File: config.mk
export PLATFORM = sky130hd
export DESIGN_NAME = tt_um_uwasic_accum_array
export DESIGN_NICKNAME = d
export VERILOG_FILES = /design/src/rtl/tt_um_uwasic_accum_array.sv
export SDC_FILE = /design/constraint.sdc
export NUM_CORES = 1
export LEC_CHECK = 0
export BUFFER_PORTS_ARGS = -buffer_cell sky130_fd_sc_hd__clkbuf_2
export CORE_MARGIN = 3
export CORE_UTILIZATION = 55
export DETAILED_ROUTE_END_ITERATION = 7
export PLACE_DENSITY_LB_ADDON = 0.12
export RECOVER_POWER = 50
export SETUP_SLACK_MARGIN = 0.1
export SLEW_MARGIN = 5
export SYNTH_ARGS = -nofsm -noshare
export SYNTH_HDL_FRONTEND = slang
export SYNTH_SLANG_ARGS = --single-unit
File: constraint.sdc
create_clock -name clk -period 12.1 [get_ports clk]
set_input_delay 2.42 -clock clk [delete_from_list [all_inputs] [get_ports clk]]
set_output_delay 2.42 -clock clk [all_outputs]
set_load 0.1 [all_outputs]
File: src/rtl/tt_um_uwasic_accum_array.sv
// Multi-channel accumulator array with valid/ready handshakes.
// Each transaction can pass a sum, wrap-accumulate, saturate-accumulate or read-and-clear one channel.
module tt_um_uwasic_accum_array #(
  parameter int WIDTH    = 8,
  parameter int CHANNELS = 4,
  localparam int CH_W    = $clog2(CHANNELS)
) (
  input  logic                clk,
  input  logic                rst,
  input  logic                in_valid,
  output logic                in_ready,
  input  logic [WIDTH-1:0]    in_a,
  input  logic [WIDTH-1:0]    in_b,
  input  logic [CH_W-1:0]     in_chan,
  input  logic [1:0]          in_mode,
  output logic                out_valid,
  input  logic                out_ready,
  output logic [WIDTH-1:0]    out_data,
  output logic [CH_W-1:0]     out_chan,
  output logic                out_ovf,
  output logic [CHANNELS-1:0] ovf_sticky
);

  localparam logic [1:0] MODE_PASS = 2'b00;
  localparam logic [1:0] MODE_WRAP = 2'b01;
  localparam logic [1:0] MODE_SAT  = 2'b10;
  localparam logic [1:0] MODE_RDCL = 2'b11;

  logic [CHANNELS-1:0][WIDTH-1:0] w_acc;
  logic [WIDTH-1:0]               w_acc_sel;
  logic [WIDTH+1:0]               w_sum_ab;
  logic [WIDTH+1:0]               w_sum_acc;
  logic [WIDTH-1:0]               w_res;
  logic                           w_ovf;
  logic                           w_accept;

  logic                           r_out_valid;
  logic [WIDTH-1:0]               r_out_data;
  logic [CH_W-1:0]                r_out_chan;
  logic                           r_out_ovf;

  assign in_ready  = !rst && (!r_out_valid || out_ready);
  assign w_accept  = in_valid && in_ready;
  assign out_valid = r_out_valid;
  assign out_data  = r_out_data;
  assign out_chan  = r_out_chan;
  assign out_ovf   = r_out_ovf;

  // Two guard bits cover acc + a + b without loss.
  assign w_acc_sel = w_acc[in_chan];
  assign w_sum_ab  = {2'b00, in_a} + {2'b00, in_b};
  assign w_sum_acc = {2'b00, w_acc_sel} + w_sum_ab;

  always_comb begin
    w_res = '0;
    w_ovf = 1'b0;
    case (in_mode)
      MODE_PASS: begin
        w_res = w_sum_ab[WIDTH-1:0];
        w_ovf = |w_sum_ab[WIDTH+1:WIDTH];
      end
      MODE_WRAP: begin
        w_res = w_sum_acc[WIDTH-1:0];
        w_ovf = |w_sum_acc[WIDTH+1:WIDTH];
      end
      MODE_SAT: begin
        w_ovf = |w_sum_acc[WIDTH+1:WIDTH];
        w_res = w_ovf ? '1 : w_sum_acc[WIDTH-1:0];
      end
      MODE_RDCL: begin
        w_res = w_acc_sel;
        w_ovf = ovf_sticky[in_chan];
      end
      default: ;
    endcase
  end

  for (genvar g = 0; g < CHANNELS; g++) begin : g_lane
    logic             w_sel;
    logic [WIDTH-1:0] r_acc;
    logic             r_sticky;

    assign w_sel         = w_accept && (in_chan == CH_W'(g));
    assign w_acc[g]      = r_acc;
    assign ovf_sticky[g] = r_sticky;

    always_ff @(posedge clk) begin
      if (rst) begin
        r_acc    <= '0;
        r_sticky <= 1'b0;
      end else if (w_sel) begin
        case (in_mode)
          MODE_PASS: if (w_ovf) r_sticky <= 1'b1;
          MODE_WRAP, MODE_SAT: begin
            r_acc <= w_res;
            if (w_ovf) r_sticky <= 1'b1;
          end
          default: begin
            r_acc    <= '0;
            r_sticky <= 1'b0;
          end
        endcase
      end
    end
  end

  // Output stage loads on every accept; a consume without accept only drops valid.
  always_ff @(posedge clk) begin
    if (rst) begin
      r_out_valid <= 1'b0;
      r_out_data  <= '0;
      r_out_chan  <= '0;
      r_out_ovf   <= 1'b0;
    end else if (w_accept) begin
      r_out_valid <= 1'b1;
      r_out_data  <= w_res;
      r_out_chan  <= in_chan;
      r_out_ovf   <= w_ovf;
    end else if (out_ready) begin
      r_out_valid <= 1'b0;
    end
  end

endmodule

==> impl_results.md <==
- Largest net degree at the start of global routing: 22
- Cell at the slowest stage of the critical path: clkbuf_1
- Ys flop type: dfxtp_1
- R2R depth: 11
- Crit path DAT: between 3000 and 4000 ps
- Area of the mapped netlist: roughly 3000 um^2
- Worst EP required: about 9700 ps
- # Post-CTS Setup Buffers: 0
- Peak supply drop: around 0.10 mV
- Number of remaining DRC errors: 0
- I/O pin total: 41
- CTS tree: yes
- Crit path max-delay family: buffers and inverters
- Vias in the first global route: between 2k and 3k
- FMAX: ~0.16 GHz
- Die Height: about 80 um
- Synth Instances: between 300 and 400
- RSZ-0062 raised after global routing: false
- Post-layout util: 0.626
- Crit path max fanout: 14
- R2R Path End: g_lane[1].r_acc[6]$_SDFFE_PP0P_
- Final HPWL DP: 5.51 mm
- Initial Util: 0.581
- Hold_sp: g_lane[1].r_acc[3]$_SDFFE_PP0P_
- Post_cts resized: 0
- Worst-skew pair later-pin latency: around 300 ps
- H-Tree Depth: 2
- Startpoint Class: input pin
- RD Place Congestion: between 0.8 and 0.9
- Fin Clk Skew: between 6 and 7 ps
- First-pass GRT wire length: between 10 and 15 mm
- Worst r2r src: g_lane[3].r_acc[0]$_SDFFE_PP0P_
- Clock slew at reported path FFs: 80 ps
- Nets@finish: about 420
- Core area: between 5000 and 6000 um^2
- Worst Hold Class: flop to flop
- Kind of critical path: input pin to primary output
- Place WS: between 6000 and 7000 ps
- Layout area overhead: 7.73%
- Detailed-route via count: 2752
- P_leak: ~1.3 nW
- Post-Syn Area per Cell: approximately 8.9 um^2
- Antenna viol nets, final: 0
- Final Hold Vio Count: 0
- Ys Warns: 0
- CP dominant cell by count: clkbuf_1
- Rel. slew slack: 0.222
- Via/cell ratio: ~6.2
- Worst setup margin: slightly below 6000 ps
- Post-route minimum period: 6260 ps
- Setup crit end: in_ready
- Netlist cell types: 56
- Design area: roughly 3300 um^2
- Setup tns final: 0 ps
- CP startpoint: rst
- Async S/R FF share, synth: 0
- Pre-antenna DRT Iters: 4
- Standard-cell rows: 26
- Initial antenna violation count: 0
- Placement Cell Area: between 3000 and 4000 um^2
- Fin. max-slew vios: 0
- TritonCTS Buffers: 5
- Total GRT Usage: 0.246
- Cell Chain, Critical Path: clkbuf_1 -> nor2_1 -> clkbuf_1
- Total wire length after detailed routing: ~7.5 mm
- Outcome: finished, final reports clean
- Post-synth EDFFs: 0
- N_diodes: 0
- Post-synthesis sequential area ratio: 0.316
- Die ar.: between 6000 and 7000 um^2
- Setup violations, final: 0
- Clk root buf: clkbuf_8
- Worst Setup End Kind: primary output
- Power Density: roughly 120 nW/um^2
- Clock sinks: 48
- Fin crit share: 0.517
- Post-CTS Hold Buffers: 0
- Total grt overflow: 0
- CP Depth: 3
- Ratio of cells with drive above 1 in the final layout: 0.127
- Yosys reg bits: 48
- Slack of the worst reg-to-reg path: between 8000 and 9000 ps
- Clock tree buffer depth: 2
- Max_cap viols: 0
- DIE WIDTH: about 80 um
- WP buf/inv: 2
- Routed len/inst: around 17 um
- Least-Margin Pin Slew: approximately 1200 ps
- Hold_ws: ~450 ps
- Syn_nets: between 300 and 400
- Initial DRC Count: ~190
- PortBufs: 40
- Crit path largest cell delay: ~890 ps
synthesized netlist by cell type, types with 2 or more instances:
| cell | instances | share of area |
|---|---|---|
| dfxtp_1 | 48 | 0.32 |
| nand2_1 | 41 | 0.051 |
| nor2_1 | 27 | 0.033 |
| o21ai_0 | 25 | 0.041 |
| o31ai_1 | 21 | 0.052 |
| ha_1 | 20 | 0.082 |
| nand3_1 | 17 | 0.028 |
| a21oi_1 | 12 | 0.020 |
| clkbuf_1 | 12 | 0.015 |
| inv_1 | 11 | 0.014 |
| mux4_2 | 8 | 0.059 |
| a31oi_1 | 7 | 0.014 |
| a32o_1 | 6 | 0.020 |
| a211oi_1 | 5 | 0.012 |
| a21o_1 | 5 | 0.012 |
| a221oi_1 | 5 | 0.014 |
| nor2b_1 | 5 | 0.010 |
| o21a_1 | 5 | 0.012 |
| buf_4 | 4 | 0.0099 |
| mux2i_1 | 4 | 0.013 |
| nand4_1 | 4 | 0.0082 |
| nor3_1 | 4 | 0.0066 |
| xnor2_1 | 4 | 0.012 |
| a211oi_2 | 3 | 0.012 |
| or2_2 | 3 | 0.0062 |
| xor2_1 | 3 | 0.0086 |
| a211o_1 | 2 | 0.0058 |
| buf_6 | 2 | 0.0074 |
| fa_1 | 2 | 0.013 |
| o2111ai_1 | 2 | 0.0058 |
per-layer routing:
metal | global-route usage | wire length [um] | vias up
li1 | - | - | 1354
met1 | 0.331 | 3400 | 1291
met2 | 0.393 | 3440 | 99
met3 | 0.0381 | 547 | 8
met4 | 0.0997 | 108 | 0
met5 | 0 | 0 | -
worst min-delay path: stages, from the launching register on:
cell	delay [ps]
dfxtp_1	330
nand2_1	50
o31ai_1	50
state kept, by name, summed over array words and instances (netlist names):
signal / count
g_lane.r_acc: 32
g_lane.r_sticky: 4
out_chan: 2
out_data: 8
out_ovf: 1
out_valid: 1
final cells by class:
type / instances / area (um^2)
clock buffer: 5 / 68.8
clock inverter: 2 / 12.5
fill: 475 / 1960
timing repair buffer: 40 / 178
tap: 70 / 87.6
inverter: 11 / 41.3
multi-input combinational: 265 / 1930
sequential: 48 / 961
worst min-delay path by stage:
stage	to	slack, ps	cells past startpoint
after floorplan	g_lane[1].r_acc[3]$_SDFFE_PP0P_	420	2
after global placement	g_lane[1].r_acc[3]$_SDFFE_PP0P_	430	2
after detailed placement	g_lane[1].r_acc[3]$_SDFFE_PP0P_	440	2
after CTS	g_lane[1].r_acc[3]$_SDFFE_PP0P_	450	2
after global routing	g_lane[1].r_acc[3]$_SDFFE_PP0P_	480	2
final	g_lane[1].r_acc[3]$_SDFFE_PP0P_	450	2
cell usage in the layout (no fill, tap or decap), types with 2 or more instances in the layout:
master,netlist,layout
a221oi_1,5,5
inv_1,11,11
xnor2_1,4,4
mux4_2,8,8
a31oi_1,7,7
nor3_1,4,4
nand4_1,4,4
a211o_1,2,2
xor2_1,3,3
o31ai_1,21,21
nand2_1,41,41
fa_1,2,2
dfxtp_1,48,48
o2111ai_1,2,2
nor2_1,27,27
a21oi_1,12,13
nand3_1,17,17
a32o_1,6,6
mux2i_1,4,4
nor2b_1,5,5
a211oi_1,5,5
o21ai_0,25,25
ha_1,20,20
clkbuf_8,0,5
clkbuf_1,12,18
o21a_1,5,5
a211oi_2,3,3
or2_2,3,3
a21o_1,5,5
clkbuf_2,0,22
kinds of logic after synthesis:
group,Yosys count,synth area share
compound gates,114,0.274
simple gates,108,0.163
flops,48,0.316
buf+inv,30,0.0469
fa+ha+maj,22,0.0954
mux,14,0.0847
xor+xnor,7,0.0201
power breakdown:
group          leakage (nW)  internal [W]  switching (W)
Combinational         0.832     0.0000328      0.0000878
Sequential            0.389      0.000163     0.00000256
Clock                0.0400     0.0000392      0.0000524
Total                  1.26      0.000235       0.000143
metrics by stage:
stage | total power, W | cells
4_1_cts | 0.000380 | 441
3_3_place_gp | 0.000289 | 434
3_5_place_dp | 0.000290 | 434
5_1_grt | 0.000397 | 441
6_report | 0.000378 | 441
2_1_floorplan | 0.000265 | 343
(Power assumes the default switching activity.)
